[config.mk]
export PLATFORM = sky130hd
export DESIGN_NAME = state_seq_monitor_flat
export DESIGN_NICKNAME = d
export VERILOG_FILES = /design/src/rtl/state_seq_monitor_pkg.sv /design/src/rtl/state_seq_monitor_if.sv /design/src/rtl/state_seq_monitor_sat_counter.sv /design/src/rtl/state_seq_monitor.sv /design/src/flat_wrapper.sv
export SDC_FILE = /design/constraint.sdc
export NUM_CORES = 1
export LEC_CHECK = 0
export CORE_MARGIN = 5
export CORE_UTILIZATION = 57
export DETAILED_ROUTE_END_ITERATION = 16
export PLACE_DENSITY = 0.85
export SYNTH_ARGS = -nofsm -noshare
export SYNTH_HDL_FRONTEND = slang
export SYNTH_SLANG_ARGS = --single-unit
[constraint.sdc]
create_clock -name clk -period 4.24 [get_ports clk]
set_clock_uncertainty 0.2 [all_clocks]
set_input_delay 1.06 -clock clk [delete_from_list [all_inputs] [get_ports clk]]
set_output_delay 1.06 -clock clk [all_outputs]
set_load 0.01 [all_outputs]
[src/rtl/state_seq_monitor_pkg.sv]
// Shared encodings for the 3-state sequencer and its monitor.
// State codes, error causes and monitor FSM states.
package state_seq_monitor_pkg;

   localparam logic [1:0] ST_IDLE = 2'b00;
   localparam logic [1:0] ST_S1   = 2'b01;
   localparam logic [1:0] ST_S2   = 2'b10;
   localparam logic [1:0] ST_ENC  = 2'b11;

   localparam logic [1:0] ERR_NONE = 2'b00;
   localparam logic [1:0] ERR_SKIP = 2'b01;
   localparam logic [1:0] ERR_BACK = 2'b10;
   localparam logic [1:0] ERR_ENC  = 2'b11;

   typedef enum logic [1:0] {
      M_IDLE,
      M_S1,
      M_S2,
      M_RESYNC
   } mon_t;

endpackage

[src/rtl/state_seq_monitor_if.sv]
// Bundle between the sequencer side and the sequence monitor.
// master drives the state code; slave reports rounds and errors.
interface state_seq_monitor_if #(
   parameter int CNT_W = 8,
   parameter int RND_W = 16
);

   logic [1:0]       state_c;
   logic             err_clr;
   logic             round_done;
   logic [CNT_W-1:0] s1_len;
   logic [CNT_W-1:0] s2_len;
   logic [RND_W-1:0] round_cnt;
   logic             err;
   logic [1:0]       err_code;

   modport master (
      output state_c, err_clr,
      input  round_done, s1_len, s2_len,
      input  round_cnt, err, err_code
   );

   modport slave (
      input  state_c, err_clr,
      output round_done, s1_len, s2_len,
      output round_cnt, err, err_code
   );

endinterface

[src/rtl/state_seq_monitor_sat_counter.sv]
// Dwell counter: load 1 on a state change, else count up
// and stick at all-ones.
module state_seq_monitor_sat_counter #(
   parameter int W = 8
) (
   input  logic         clk,
   input  logic         rst,
   input  logic         load,
   output logic [W-1:0] cnt
);

   always_ff @(posedge clk or posedge rst) begin
      if (rst)
         cnt <= '0;
      else if (load)
         cnt <= W'(1);
      else if (cnt != '1)
         cnt <= cnt + 1'b1;
   end

endmodule

[src/rtl/state_seq_monitor.sv]
// Checks IDLE->S1->S2->IDLE rounds, measures S1/S2 dwell,
// counts rounds and latches the first sequence error.
module state_seq_monitor #(
   parameter int CNT_W = 8,
   parameter int RND_W = 16
) (
   input logic                clk,
   input logic                rst,
   state_seq_monitor_if.slave bus
);

   import state_seq_monitor_pkg::*;

   logic [1:0]       state_q;
   logic             chg;
   logic [CNT_W-1:0] dwell;
   logic [CNT_W-1:0] s1_hold;
   logic [CNT_W-1:0] s1_hold_d;
   mon_t             mon;
   mon_t             mon_d;
   logic             done_d;
   logic             err_hit;
   logic [1:0]       err_cause;

   assign chg = (bus.state_c != state_q);

   state_seq_monitor_sat_counter #(
      .W(CNT_W)
   ) u_dwell (
      .clk (clk),
      .rst (rst),
      .load(chg),
      .cnt (dwell)
   );

   always_comb begin
      mon_d     = mon;
      s1_hold_d = s1_hold;
      done_d    = 1'b0;
      err_hit   = 1'b0;
      err_cause = ERR_NONE;
      unique case (mon)
         M_IDLE:
            if (chg) begin
               if (bus.state_c == ST_S1) begin
                  mon_d = M_S1;
               end else begin
                  err_hit   = 1'b1;
                  err_cause = ERR_SKIP;
               end
            end
         M_S1:
            if (chg) begin
               if (bus.state_c == ST_S2) begin
                  s1_hold_d = dwell;
                  mon_d     = M_S2;
               end else begin
                  err_hit   = 1'b1;
                  err_cause = ERR_BACK;
               end
            end
         M_S2:
            if (chg) begin
               if (bus.state_c == ST_IDLE) begin
                  done_d = 1'b1;
                  mon_d  = M_IDLE;
               end else begin
                  err_hit   = 1'b1;
                  err_cause = ERR_BACK;
               end
            end
         M_RESYNC:
            if (bus.state_c == ST_IDLE)
               mon_d = M_IDLE;
      endcase
      // A bad encoding outranks whatever transition it mimics
      if (err_hit) begin
         mon_d = M_RESYNC;
         if (bus.state_c == ST_ENC)
            err_cause = ERR_ENC;
      end
   end

   always_ff @(posedge clk or posedge rst) begin
      if (rst) begin
         state_q        <= ST_IDLE;
         mon            <= M_IDLE;
         s1_hold        <= '0;
         bus.round_done <= 1'b0;
         bus.s1_len     <= '0;
         bus.s2_len     <= '0;
         bus.round_cnt  <= '0;
         bus.err        <= 1'b0;
         bus.err_code   <= ERR_NONE;
      end else begin
         state_q        <= bus.state_c;
         mon            <= mon_d;
         s1_hold        <= s1_hold_d;
         bus.round_done <= done_d;
         if (done_d) begin
            bus.s1_len    <= s1_hold;
            bus.s2_len    <= dwell;
            bus.round_cnt <= bus.round_cnt + 1'b1;
         end
         if (err_hit) begin
            bus.err <= 1'b1;
            if (!bus.err || bus.err_clr)
               bus.err_code <= err_cause;
         end else if (bus.err_clr) begin
            bus.err      <= 1'b0;
            bus.err_code <= ERR_NONE;
         end
      end
   end

endmodule

[src/flat_wrapper.sv]
// flat-port wrapper written by rule: the top's interface ports become plain ports
module state_seq_monitor_flat import state_seq_monitor_pkg::*;
#(
   parameter int CNT_W = 8,
   parameter int RND_W = 16
)
  (clk, rst, bus_state_c, bus_err_clr, bus_round_done, bus_s1_len, bus_s2_len, bus_round_cnt, bus_err, bus_err_code);
  state_seq_monitor_if #(.CNT_W(CNT_W), .RND_W(RND_W)) bus_i ();
  input logic clk;
  input logic rst;
  input wire logic [$bits(bus_i.state_c)-1:0] bus_state_c;
  input wire logic [$bits(bus_i.err_clr)-1:0] bus_err_clr;
  output wire logic [$bits(bus_i.round_done)-1:0] bus_round_done;
  output wire logic [$bits(bus_i.s1_len)-1:0] bus_s1_len;
  output wire logic [$bits(bus_i.s2_len)-1:0] bus_s2_len;
  output wire logic [$bits(bus_i.round_cnt)-1:0] bus_round_cnt;
  output wire logic [$bits(bus_i.err)-1:0] bus_err;
  output wire logic [$bits(bus_i.err_code)-1:0] bus_err_code;
  assign bus_i.state_c = bus_state_c;
  assign bus_i.err_clr = bus_err_clr;
  assign bus_round_done = bus_i.round_done;
  assign bus_s1_len = bus_i.s1_len;
  assign bus_s2_len = bus_i.s2_len;
  assign bus_round_cnt = bus_i.round_cnt;
  assign bus_err = bus_i.err;
  assign bus_err_code = bus_i.err_code;
  state_seq_monitor #(.CNT_W(CNT_W), .RND_W(RND_W)) u_core (.clk(clk), .rst(rst), .bus(bus_i));
endmodule
# --- Yosys cells after proc, flatten, opt, wreduce, memory -nomap -nowiden ---
# Cells that the tools add are included.
op_classes:
  muxes: 33
  add_sub_neg: 2
  reduce_logical: 9
  eq_ne: 14
ops:
  columns: ["operator", "n"]
  rows:
  - ["two-way mux 2 bit", 16]
  - ["adder 16 x 1 -> 16 bit, second input constant", 1]
  - ["two-way mux 8 bit", 2]
  - ["!= test 3 x 1 -> 1 bit, second input constant", 5]
  - ["two-way mux 1 bit", 12]
  - ["adder 8 x 1 -> 8 bit, second input constant", 1]
  - ["== test 2 bit, second input constant", 4]
  - ["!= test 8 bit, second input constant", 1]
  - ["case mux 2 bit (4 select lines)", 1]
  - ["case mux 2 bit (3 select lines)", 1]
  - ["AND reduction 5 bit", 1]
  - ["== test 2 x 1 -> 1 bit, second input constant", 2]
  - ["logical NOT 2 bit", 2]
  - ["nonzero test 2 bit", 2]
  - ["case mux 1 bit (3 select lines)", 1]
  - ["AND reduction 3 bit", 1]
  - ["!= test 2 bit", 1]
  - ["!= test 2 bit, second input constant", 1]
  - ["AND reduction 2 bit", 1]
  - ["logical NOT 1 bit", 1]
  - ["logical OR 1 bit", 1]
totals:
  regBits: 56
  output_inout_bits: 36
  elab_cells: 68

# --- Logic depth before layout (Yosys ltp) ---
depth:
  depth_word: 7
  mapped_depth: 8
  depth_no_buf: 7

# --- Cells and area by module ---
# Synthesis repeated with hierarchy kept, for this count alone.
hier_totals:
  cells_unflattened: 214
  area_unflattened_um2: 2625.0
modules_own_cells:
  columns: ["module", "instances", "area_per_inst_um2", "cells_per_inst"]
  rows:
  - ["state_seq_monitor", 1, 2207.1, 172]
  - ["state_seq_monitor_sat_counter", 1, 417.9, 42]

# --- Worst setup path before layout ---
# No wires, ideal clock.
synth_timing:
  path_type: "input -> register"
  startpoint: "in bus_state_c[0]"
  endpoint: "reg u_core.mon[0]"
  cell_stages: 6
  setup_ns: 0.126
  slack_ns: 1.773
  t_arrival_ns: 2.141
  cell_sequence: "buf_6 nand2b_4 a21o_2 o211ai_2 o31ai_1 o32a_1"
synth_between:
  elab_chain_len: 6
  word_cells_on_any_way: 21
synth_lines:
  columns: ["element", "line_no", "source"]
  rows:
  - ["start, declared", "flat_wrapper.sv:11", "input wire logic [$bits(bus_i.state_c)-1:0] bus_state_c;"]
  - ["== test 2 bit, or another cell as far along", "state_seq_monitor.sv:54", "if (bus.state_c == ST_S2) begin"]
  - ["two-way mux 1 bit (on tied branches)", "state_seq_monitor.sv:54, state_seq_monitor.sv:45, state_seq_monitor.sv:64", null]
  - ["two-way mux 1 bit (on tied branches)", "state_seq_monitor.sv:53, state_seq_monitor.sv:44, state_seq_monitor.sv:63", null]
  - ["case mux 1 bit (3 select lines)", "state_seq_monitor.sv:42", "unique case (mon)"]
  - ["!= test 3 x 1 -> 1 bit (no line)", null, null]
  - ["AND reduction 5 bit (no line)", null, null]
  - ["end signal, assigned", "state_seq_monitor.sv:97", "mon <= mon_d;"]
  - ["end, declared", "state_seq_monitor.sv:19", "mon_t mon;"]
# Parallel ways exist; a longest one is shown, timed or not. The select of a mux whose other input is x is not followed.
# A chain may end at the register's enable or synchronous reset.

# --- Worst setup path in the final report ---
layout_timing:
  startpoint: "in bus_state_c[1]"
  endpoint: "reg u_core.mon[0]"
# Same word-level chain as after synthesis.

==> impl_metrics.env <==
export IMPL_status="finished clean"
export IMPL_critical_path_class="primary input to flip-flop"
export IMPL_yosys_warnings=0
export IMPL_num_nets_final=250
export IMPL_ys_types=35
export IMPL_register_area_um2=1401
export IMPL_netlist_area_leader_share_pct=55.53
export IMPL_hold_violations=0
export IMPL_crit_path_max_fanout=11
export IMPL_grt_usage_pct=16.32
export IMPL_fill_cells=322
export IMPL_grtUsageMet2_pct=24.40
export IMPL_fin_crit_ps=3130
export IMPL_cp_required_ps=4230
export IMPL_wl_per_cell_um=14.78
export IMPL_grt_max_degree=57
export IMPL_startpoint_type="primary input"
export IMPL_cts_tree="done"
export IMPL_synth_top_area_cell="dfrtp_1"
export IMPL_grt_pass1_wl_mm=7.810
export IMPL_max_cap_violations=0
export IMPL_dpl_cell_area_um2=2950
export IMPL_cts_setup_buffers=0
export IMPL_ctsResizeCount=0
export IMPL_synth_most_common_cell="dfrtp_1"
export IMPL_ant_nets=0
export IMPL_htreeDepth=2
export IMPL_hold_buffers=0
export IMPL_tightest_slew_ps=1100
export IMPL_reg2reg_to="u_core.bus.round_cnt[15]"
export IMPL_grt_pass1_vias=1598
export IMPL_syn_area_um2=2524
export IMPL_p_leak_uw=0.001363
export IMPL_syn_area_per_cell_um2=12.81
export IMPL_drive_above_1_share_pct=17.50
export IMPL_die_area_um2=5858
export IMPL_synth_seq_area_share_pct=55.53
export IMPL_ff2ff_path_depth=7
export IMPL_syn_to_final_growth_pct=20.43
export IMPL_core_um2=4324
export IMPL_hold_path_startpoint="u_core.bus.round_cnt[15]"
export IMPL_ys_top_cells_by_area="dfrtp_1 56%, mux2_2 11%, xnor2_1 5.9%"
export IMPL_io_pins=41
export IMPL_finalSetupTns_ps=0
export IMPL_antenna_found_initial=0
export IMPL_r2r_slack_ps=1960
export IMPL_rows=24
export IMPL_ys_ff_latch=56
export IMPL_gp_congestion=0.7614
export IMPL_cts_root_buf="clkbuf_8"
export IMPL_viasPerCell=5.579
export IMPL_hold_path_class="flip-flop to flip-flop"
export IMPL_cts_buffer_depth=2
export IMPL_synth_edf_count=0
export IMPL_relSlewSlack_pct=26.53
export IMPL_drt_iter0_markers=103
export IMPL_path_clk_slew_ps=100
export IMPL_irDropWorstVdd_v=0.0004260
export IMPL_vias=1629
export IMPL_fin_util_pct=70.28
export IMPL_use_met3_pct=4.965
export IMPL_clk_latency_ps=310
export IMPL_synthTopCellsByCount="56 x dfrtp_1, 25 x mux2_2, 17 x xnor2_1"
export IMPL_rsz0062_at_grt="no"
export IMPL_startpoint="bus_state_c[1]"
export IMPL_grtUsageMet1_pct=22.98
export IMPL_final_setup_viol_count=0
export IMPL_die_h_um=76.54
export IMPL_io_buffers=40
export IMPL_cp_data_arrival_time_ps=3120
export IMPL_design_area_um2=3039
export IMPL_dr_pass1_iters=4
export IMPL_grt_busiest_layer="met2"
export IMPL_slew_viol_final=0
export IMPL_numCtsBuffers=5
export IMPL_die_w_um=76.54
export IMPL_syn_inst=197
export IMPL_diodes=0
export IMPL_gr_total_overflow=0
export IMPL_powerDensity_nw_per_um2=461.3
export IMPL_clock_sinks=56
export IMPL_start_util_pct=58.36
export IMPL_post_route_period_util_pct=73.82
export IMPL_multi_input_area_um2=1046
export IMPL_drc=0
export IMPL_cp_endpoint="u_core.mon[0]"
export IMPL_totalWireLength_mm=4.315
export IMPL_synthFlopType="dfrtp_1"
export IMPL_worst_setup_path_end_kind="flip-flop"
export IMPL_hpwlAfterDp_mm=3.094
export IMPL_synth_async_reset_ratio_pct=100.0
export IMPL_rr_startpoint="u_core.mon[0]"
export IMPL_synth_nets=208
export IMPL_max_freq_mhz=319.5
-- per-layer routing --
| metal | vias up | routed length [µm] |
|---|---|---|
| met3 | 5 | 242 |
| met5 | - | 0 |
| met1 | 800 | 2083 |
| met4 | 0 | 59 |
| met2 | 37 | 1929 |
| li1 | 787 | - |
-- worst min-delay path by stage --
stage	end	slack [ps]	cells after the start
global placement	u_core.bus.round_cnt[15]	260	1
global route	u_core.bus.round_cnt[15]	300	1
detailed placement	u_core.bus.round_cnt[15]	270	1
CTS	u_core.bus.round_cnt[15]	280	1
finish	u_core.bus.round_cnt[15]	280	1
floorplan	u_core.s1_hold[0]	270	1
-- final cells by class --
cell class / count / area share, %
Inverter: 6 / 0.7410
Tap cell: 52 / 2.141
Clock buffer: 6 / 2.388
Multi-Input combinational cell: 128 / 34.42
Timing Repair Buffer: 42 / 13.67
Sequential cell: 56 / 46.11
Clock inverter: 2 / 0.5352
-- state kept, by name, indices dropped and copies added (netlist names) --
signal,flops
u_core.bus.s2_len,8
u_core.state_q,2
u_core.u_dwell.cnt,8
u_core.bus.s1_len,8
u_core.bus.round_done,1
u_core.bus.err,1
u_core.s1_hold,8
u_core.mon,2
u_core.bus.round_cnt,16
u_core.bus.err_code,2
-- report_power, final --
part           internal [µW]  switching [µW]  total, µW
combinational            239             210        449
clock                    118             169        287
sequential               606            60.0        666
-- layout by cell type (no fill, tap or decap), types with 2 or more instances in the layout --
cell type        Yosys  routed
a21oi_1              3       3
and3_1               5       5
and4_1               3       3
buf_4                0       2
clkbuf_8             0       5
clkdlybuf4s50_1      0      40
dfrtp_1             56      56
ha_1                 6       6
inv_1                6       5
mux2_2              25      25
nand2_1             13      13
nand3_1              6       6
nand4_1              8       8
nor2_1               9       9
nor3_1               4       4
nor3b_1              2       2
o211ai_1             2       2
o21ai_0              2       2
o2bb2ai_1            2       2
o32a_1               2       2
xnor2_1             17      17
xor2_1               5       5
-- cells by family (layout without fill, tap and decap cells) --
kind of cell | Yosys count | after routing | synth area share, %
AOI/OAI and AO/OA | 17 | 17 | 5.355
adders and majority gates | 6 | 6 | 2.975
xor gates and xnor gates | 22 | 22 | 7.635
muxes | 26 | 26 | 11.55
DFF | 56 | 56 | 55.53
and+or+nand+nor | 57 | 57 | 13.93
buffers and inverters | 13 | 56 | 3.024
-- per-stage QoR --
step / cells / total power, µW / hold slack [ps] / worst slack [ps]
detailed placement: 284 / 1131 / 270.3 / 788.5
global route: 292 / 1505 / 296.0 / 936.8
floorplan: 197 / 973.9 / 273.6 / 1609
CTS: 292 / 1419 / 284.3 / 1119
finish: 292 / 1402 / 280.3 / 1110
global placement: 284 / 1117 / 261.6 / 861.6
-- critical path, cell delays in order --
cell and delay (ps):
clkdlybuf4s50_1 700, xnor2_1 360, nand2_1 320, o211ai_2 210, o31ai_1 130, o32a_1 340
Note: power is estimated with default switching activity, not from simulation.
